`src/rtl/pipelined_adder_arbiter.sv`:
```
// rtl/pipelined_adder_arbiter.sv - round-robin arbiter sharing one pipelined adder among NREQ requesters
// Optional result backpressure: define ADDER_ARB_BACKPRESSURE_EN.
module pipelined_adder_arbiter #(
   parameter int WIDTH   = 3,
   parameter int NREQ    = 4,
   parameter int LATENCY = WIDTH
) (
   input  logic                  clk,
   input  logic                  rst,
   input  logic [NREQ-1:0]       req_valid,
   output logic [NREQ-1:0]       req_ready,
   input  logic [NREQ*WIDTH-1:0] req_a,
   input  logic [NREQ*WIDTH-1:0] req_b,
   input  logic [NREQ-1:0]       req_c,
   output logic [NREQ-1:0]       rsp_valid,
   input  logic [NREQ-1:0]       rsp_ready,
   output logic [WIDTH-1:0]      rsp_s,
   output logic                  rsp_carry,
   output logic [WIDTH-1:0]      add_a,
   output logic [WIDTH-1:0]      add_b,
   output logic                  add_c,
   output logic                  add_en,
   input  logic [WIDTH-1:0]      add_s,
   input  logic                  add_carry,
   output logic                  busy
);
   localparam int IDW  = (NREQ > 1) ? $clog2(NREQ) : 1;
   localparam int CNTW = $clog2(LATENCY + 2) + 1;

   logic [IDW-1:0]  rr_ptr;
   logic [IDW-1:0]  winner;
   logic            found;
   logic            grant;
   logic [LATENCY:0] tag_v;
   logic [IDW-1:0]  tag_id [LATENCY+1];
   logic            tail_v;
   logic [IDW-1:0]  tail_id;
   logic            retire;
   logic [CNTW-1:0] inflight;

   assign tail_v  = tag_v[LATENCY];
   assign tail_id = tag_id[LATENCY];

`ifdef ADDER_ARB_BACKPRESSURE_EN
   // An unaccepted result freezes the adder, the tag pipe and arbitration together.
   assign add_en = ~(tail_v & ~rsp_ready[tail_id]);
`else
   logic unused_rsp_ready;
   assign unused_rsp_ready = ^rsp_ready;
   assign add_en = 1'b1;
`endif

   // Rotating search starting at rr_ptr; first valid requester wins.
   always_comb begin : arb
      logic [IDW:0] idx;
      found  = 1'b0;
      winner = '0;
      idx    = '0;
      for (int k = 0; k < NREQ; k++) begin
         idx = {1'b0, rr_ptr} + (IDW+1)'(k);
         if (idx >= (IDW+1)'(NREQ)) begin
            idx = idx - (IDW+1)'(NREQ);
         end
         if (!found && req_valid[idx[IDW-1:0]]) begin
            found  = 1'b1;
            winner = idx[IDW-1:0];
         end
      end
   end

   assign grant  = found & add_en & rst;
   assign retire = tail_v & add_en;
   assign busy   = (inflight != '0);

   always_comb begin
      req_ready = '0;
      rsp_valid = '0;
      for (int i = 0; i < NREQ; i++) begin
         req_ready[i] = grant && (winner == IDW'(i));
         rsp_valid[i] = tail_v && (tail_id == IDW'(i));
      end
   end

   assign rsp_s     = tail_v ? add_s : '0;
   assign rsp_carry = tail_v & add_carry;

   always_ff @(posedge clk or negedge rst) begin
      if (!rst) begin
         rr_ptr   <= '0;
         add_a    <= '0;
         add_b    <= '0;
         add_c    <= 1'b0;
         tag_v    <= '0;
         inflight <= '0;
         for (int s = 0; s <= LATENCY; s++) begin
            tag_id[s] <= '0;
         end
      end else begin
         if (grant) begin
            rr_ptr <= (winner == IDW'(NREQ-1)) ? '0 : winner + IDW'(1);
            add_a  <= req_a[winner*WIDTH +: WIDTH];
            add_b  <= req_b[winner*WIDTH +: WIDTH];
            add_c  <= req_c[winner];
         end
         // Bubbles enter the pipe as invalid tags so the tail stays aligned with the adder output.
         if (add_en) begin
            tag_v     <= {tag_v[LATENCY-1:0], grant};
            tag_id[0] <= winner;
            for (int s = 1; s <= LATENCY; s++) begin
               tag_id[s] <= tag_id[s-1];
            end
         end
         if (grant && !retire) begin
            inflight <= inflight + CNTW'(1);
         end else if (retire && !grant) begin
            inflight <= inflight - CNTW'(1);
         end
      end
   end

endmodule

```
`config.mk`:
```
export PLATFORM = sky130hd
export DESIGN_NAME = pipelined_adder_arbiter
export DESIGN_NICKNAME = d
export VERILOG_FILES = /design/src/rtl/pipelined_adder_arbiter.sv
export SDC_FILE = /design/constraint.sdc
export NUM_CORES = 1
export LEC_CHECK = 0
export ABC_AREA = 1
export CAP_MARGIN = 20
export CORE_MARGIN = 8
export CORE_UTILIZATION = 49
export DETAILED_ROUTE_END_ITERATION = 8
export PLACE_DENSITY_LB_ADDON = 0.2
export SYNTH_ARGS = -nofsm -noshare
export SYNTH_HDL_FRONTEND = slang
export SYNTH_SLANG_ARGS = --single-unit
```
`constraint.sdc`:
```
create_clock -name clk -period 7.38 [get_ports clk]
set_input_delay 1.107 -clock clk [delete_from_list [all_inputs] [get_ports clk]]
set_output_delay 1.107 -clock clk [all_outputs]
set_load 0.05 [all_outputs]
```
==> results by group, run 1 <==
Outcome
  • Outcome: complete, no violations

Logic synthesis
  • Cell Area, Synth: 1768 um^2
  • Share of the synthesized area in the top cell type: 35.39%
  • Yosys warns: 0
  • Yosys top cell by area: dfrtp_1
  • Library cells used by synthesis: 28
  • Number of flops mapped to enable cells by yosys: 0
  • Synth top cells by count: 78 x nand2_1, 50 x inv_1, 25 x dfrtp_1
  • Leading post-synthesis cells by cell area: dfrtp_1 35%, nand2_1 17%, inv_1 11%
  • Post-synthesis sequential area ratio: 35.39%
  • Top FF cell, synth: dfrtp_1
  • Synth Net Count: 300
  • Synth async-reset ratio: 100.0%
  • Synthesis-stage register bit count: 25
  • Mapped Cells: 250
  • Most common cell in the netlist: nand2_1
  • Syn_area_per_cell: 7.072 um^2

Timing
  • RSZ-0062 raised after global routing: false
  • Tcrit/Tclk final: 67.60%
  • Sum Neg Setup Slack: 0 ns
  • Period minus WS final: 4.989 ns
  • Layout Skew: 0.007505 ns
  • Worst setup margin: 2.391 ns
  • Worst-Margin Slew: 0.5034 ns
  • # setup viols final: 0
  • Fmax: 200.5 MHz
  • Max-slew violations: 0
  • Fin. Hold Viols: 0
  • Rel. slew slack: 66.33%

Place
  • GPL Wtd Cong: 0.8451
  • DP HPWL: 3030 um
  • Buffers on Ports: 57
  • Post-Place Cells: 348
  • Post-place setup slack: 2.372 ns

Finish
  • Net count, final: 355
  • Final Util: 66.95%
  • Layout area overhead: 34.47%
  • Layout fillers: 344
  • ANT cells: 0
  • Share of post-route cells with drive strength above 1: 10.20%
  • Post-Layout Cell Count: 352

Routing
  • Drt pass-1 iters: 4
  • Vias: 1602
  • WL/cell: 10.75 um
  • Vias per cell: 4.551
  • DRC violations left: 0
  • Antenna-violating nets left: 0
  • Drt first-iter violations: 79
  • Final WL: 3783 um

Clocking
  • Post_cts resized: 0
  • CTS max path bufs: 2
  • Clock Tree Root: clkbuf_4
  • Hold Buf Count CTS: 0
  • TritonCTS Sinks: 25
  • Htree depth: 1
  • Total setup buffers inserted after CTS: 0
  • Clock-pin transition on the worst setup and hold timing paths: 0.13 ns
  • Worst skew pair latency: 0.31 ns
  • CTS tree: done
  • Num CTS Buffers: 3

Global route
  • Number of global-route vias before repair: 1574
  • GRT Residual Overflow: 0
  • Global-route usage over all layers: 13.39%
  • First-pass GRT wire length: 6831 um
  • Initial antenna violation count: 0
  • Largest net degree at the start of global routing: 27

Setup path
  • Crit path kind: in2out
  • Crit start category: primary input
  • Critical Path End Type: output pin
  • Worst EP arrival: 3.88 ns
  • Max FO, Critical Path: 18
  • Required time at the worst-slack endpoint: 6.27 ns
  • Worst R2R Path Depth: 18

Die
  • Rows: 22
  • Die area: 5786 um^2
  • I/O Pins: 63
  • CORE AREA: 3551 um^2
  • Die H: 76.07 um
  • Starting Density: 49.79%
  • Die W: 76.07 um

Min path
  • Worst Hold Path Cells: 0
  • HP Class: reg2reg

Flow run
  • Max Cap Viol: 0

Power and ir drop
  • Leakage: 1.281 nW
  • Max IR drop VDD: 0.0002462 V
  • Pwr/cell area: 509.2 nW/um^2
==> layout make-up <==
cell class | instances | area [um^2] | share of cell area, %
clock inverter | 1 | 7.507 | 0.3158
sequential | 25 | 625.6 | 26.32
inverter | 54 | 207.7 | 8.737
multi-input combinational | 163 | 875.8 | 36.84
tap | 48 | 60.06 | 2.526
clock buffer | 3 | 22.52 | 0.9474
timing repair buffer | 58 | 578.1 | 24.32
==> cells in the final DEF (no fill, tap or decap), types with 3 or more instances in the layout <==
cell type	netlist	layout
inv_1	50	50
nand3_2	3	3
nand3_1	19	19
dfrtp_1	25	25
nand2_1	78	78
nor3_1	4	4
nand2_2	15	15
clkdlybuf4s50_1	0	57
inv_2	3	3
nor2_1	7	7
ha_1	7	7
nand4_1	14	14
clkbuf_4	0	3
==> cells by family (layout without fill, tap and decap cells) <==
logic type | count (synthesis) | after routing | share of synthesized area (%)
other | 1 | 1 | 0.2121
DFF | 25 | 25 | 35.39
and+or+nand+nor | 145 | 145 | 39.92
adders and majority gates | 8 | 8 | 6.086
buffers and inverters | 62 | 116 | 15.07
xor gates and xnor gates | 3 | 3 | 1.486
AOI/OAI and AO/OA | 6 | 6 | 1.840
==> worst paths after layout <==
check / start / end / slack, ns
min: tag_id[3] / tail_id[1] / 0.36
max: req_valid[3] / req_ready[1] / 2.39
min in group asynchronous: rst / rr_ptr[1] / 1.13
min reg2reg: tag_id[3] / tail_id[1] / 0.36
max reg2reg: rr_ptr[0] / inflight[3] / 3.82
max in group asynchronous: rst / add_a[0] / 6.00
==> registers in the layout (all words and copies together) (netlist names) <==
register  cells
add_c         1
tag_v         4
rr_ptr        2
tag_id        6
add_b         3
tail_id       2
inflight      4
add_a         3
==> report_power, final <==
group | switching (mW) | internal (mW) | leakage [nW]
logic | 0.594 | 0.301 | 0.966
clock network | 0.0387 | 0.0206 | 0.0139
registers | 0.0507 | 0.205 | 0.301
total | 0.684 | 0.527 | 1.28
==> worst max-delay path, stage by stage <==
cell and delay [ns]:
clkdlybuf4s50_1 0.41, inv_1 0.07, nand2_1 0.08, nand3_1 0.13, nand2_1 0.09, nand2_2 0.09
nand2_1 0.06, nand2_2 0.24, nand3_4 0.28, inv_1 0.19, ha_1 0.16, inv_1 0.04
nor2_1 0.11, clkdlybuf4s50_1 0.82
==> per-layer routing <==
metal  wire length [um]  global-route usage [%]
met5                  0                       0
met4                 29                   4.615
met3                168                   2.358
met2               1845                   23.05
met1               1740                   16.30
==> metrics by stage <==
stage / hold slack (ns) / total power, mW / cell area, um^2
2_1_floorplan: 0.3312 / 0.9630 / 1768
3_3_place_gp: 0.3343 / 1.144 / 2347
3_5_place_dp: 0.3347 / 1.162 / 2347
4_1_cts: 0.3685 / 1.224 / 2377
5_1_grt: 0.3707 / 1.334 / 2377
6_report: 0.3625 / 1.211 / 2377
(Power assumes the default switching activity.)
==> inputs of run 2 (changes only) <==
--- a/config.mk
+++ b/config.mk
@@ -8,7 +8,7 @@
 export ABC_AREA = 1
 export CAP_MARGIN = 20
 export CORE_MARGIN = 8
-export CORE_UTILIZATION = 49
+export CORE_UTILIZATION = 45
 export DETAILED_ROUTE_END_ITERATION = 8
 export PLACE_DENSITY_LB_ADDON = 0.2
 export SYNTH_ARGS = -nofsm -noshare
==> constraint.sdc (replaced) <==
create_clock -name clk -period 5.2 [get_ports clk]
set_input_delay 0.78 -clock clk [delete_from_list [all_inputs] [get_ports clk]]
set_output_delay 0.78 -clock clk [all_outputs]
set_load 0.05 [all_outputs]
==> results by group, run 2 (synthesis results as in run 1) <==
Outcome
  • Outcome: complete, no violations

Global route
  • First-pass GRT wire length: 7010 um
  • Number of global-route vias before repair: 1616
  • Global-route usage over all layers: 13.61%
  • Initial antenna violation count: 0
  • Largest net degree at the start of global routing: 27
  • GRT Residual Overflow: 0

Die
  • CORE AREA: 3716 um^2
  • Rows: 22
  • Die H: 78.68 um
  • I/O Pins: 63
  • Starting Density: 47.58%
  • Die area: 6191 um^2
  • Die W: 78.68 um

Timing
  • Layout Skew: 0.004727 ns
  • RSZ-0062 raised after global routing: false
  • Worst-Margin Slew: 0.5176 ns
  • Rel. slew slack: 65.38%
  • # setup viols final: 0
  • Fin. Hold Viols: 0
  • Max-slew violations: 0
  • Sum Neg Setup Slack: 0 ns
  • Fmax: 229.3 MHz
  • Tcrit/Tclk final: 83.86%
  • Worst hold slack: 0.3551 ns
  • Period minus WS final: 4.361 ns
  • Worst setup margin: 0.8392 ns

Power and ir drop
  • Total power: 1.744 mW
  • Max IR drop VDD: 0.0003806 V
  • Pwr/cell area: 728.9 nW/um^2
  • Leakage: 1.290 nW

Clocking
  • Post_cts resized: 0
  • Clock-pin transition on the worst setup and hold timing paths: 0.08 ns
  • Total setup buffers inserted after CTS: 0
  • CTS max path bufs: 2
  • TritonCTS Sinks: 25
  • Worst skew pair latency: 0.26 ns
  • CTS tree: done
  • Hold Buf Count CTS: 0
  • Htree depth: 1
  • Clock Tree Root: clkbuf_8
  • Num CTS Buffers: 3

Place
  • Placed Area: 2347 um^2
  • Post-place setup slack: 0.8323 ns
  • Post-Place Cells: 348
  • DP HPWL: 3101 um
  • Buffers on Ports: 57
  • GPL Wtd Cong: 0.8490

Finish
  • Share of post-route cells with drive strength above 1: 9.868%
  • Max reg flops: 6
  • Area of the multi-input gates: 875.8 um^2
  • Post-Layout Cell Count: 352
  • Layout area overhead: 35.31%
  • Commonest non-fill, non-tap cell in the layout: nand2_1
  • Biggest regs: tag_id (6), inflight (4), tag_v (4)
  • Register Area: 625.6 um^2
  • Net count, final: 355
  • Biggest register: tag_id
  • Post-route design area: 2392 um^2
  • Layout fillers: 333
  • Final Util: 64.38%
  • ANT cells: 0
  • Commonest cells after routing, fill and taps aside: 78 x nand2_1, 57 x clkdlybuf4s50_1, 50 x inv_1

Setup path
  • Critical Path End Type: output pin
  • Worst EP arrival: 3.58 ns
  • Crit start category: primary input
  • Critical Path Slowest Stage Cell: clkdlybuf4s50_1
  • Max incr delay on CP: 0.83 ns
  • Crit path kind: in2out
  • Max FO, Critical Path: 18
  • Required time at the worst-slack endpoint: 4.42 ns
  • Cell breakdown of the critical path: clkdlybuf4s50_1 > inv_1 > nand2_1 > nand3_1 > nand2_1 > nand2_2 > nand2_1 > nand2_2 > nand3_4 > inv_1 > ha_1 > inv_1 > nor2_1 > clkdlybuf4s50_1

Routing
  • Antenna-violating nets left: 0
  • Vias per cell: 4.509
  • Met1 wire length: 1762 um
  • Top Layer Used: met4
  • Drt first-iter violations: 78
  • WL/cell: 11.23 um
  • DR WL met3: 388 um
  • DRC violations left: 0
  • Final WL: 3953 um
  • Drt pass-1 iters: 4
  • Vias: 1587
  • Met2 wire len: 1785 um

Min path
  • HP Class: reg2reg

Flow run
  • Max Cap Viol: 0
## run 2: worst max-delay path: cells and delay by family
kind	cells	cell delay (ns)
AND/OR/NAND/NOR	8	1.10
adder cells (fa/ha/maj)	1	0.15
buffers and inverters	5	1.55
## run 2: final timing paths
kind                                endpoint  slack, ns  depth (start not counted)    startpoint
worst max-delay path            req_ready[3]       0.84                         14  req_valid[3]
worst min-delay path              tail_id[0]       0.36                          0     tag_id[2]
worst max register to register   inflight[3]       1.68                         18     rr_ptr[0]
worst min register to register    tail_id[0]       0.36                          0     tag_id[2]
max in group asynchronous        inflight[2]       4.08                          2           rst
min in group asynchronous          rr_ptr[1]       0.88                          2           rst
## run 2: layer usage
metal  track usage, %  vias to the layer above
met5                0                        -
met4            2.963                        0
met3            5.923                        2
met2            22.95                       56
met1            15.54                      664
li1                 -                      865
## run 2: where the power goes
group | switching (mW) | internal, mW | total (mW) | leakage, nW
combinational | 0.845 | 0.426 | 1.27 | 0.966
sequential | 0.0676 | 0.292 | 0.359 | 0.301
clock | 0.0582 | 0.0547 | 0.113 | 0.0228
## run 2: area by class of cell
type / count / share of cell area (%)
sequential: 25 / 26.15
clock buffer: 4 / 1.883
timing repair buffer: 58 / 24.16
multi-input combinational: 163 / 36.61
tap: 48 / 2.510
inverter: 54 / 8.682
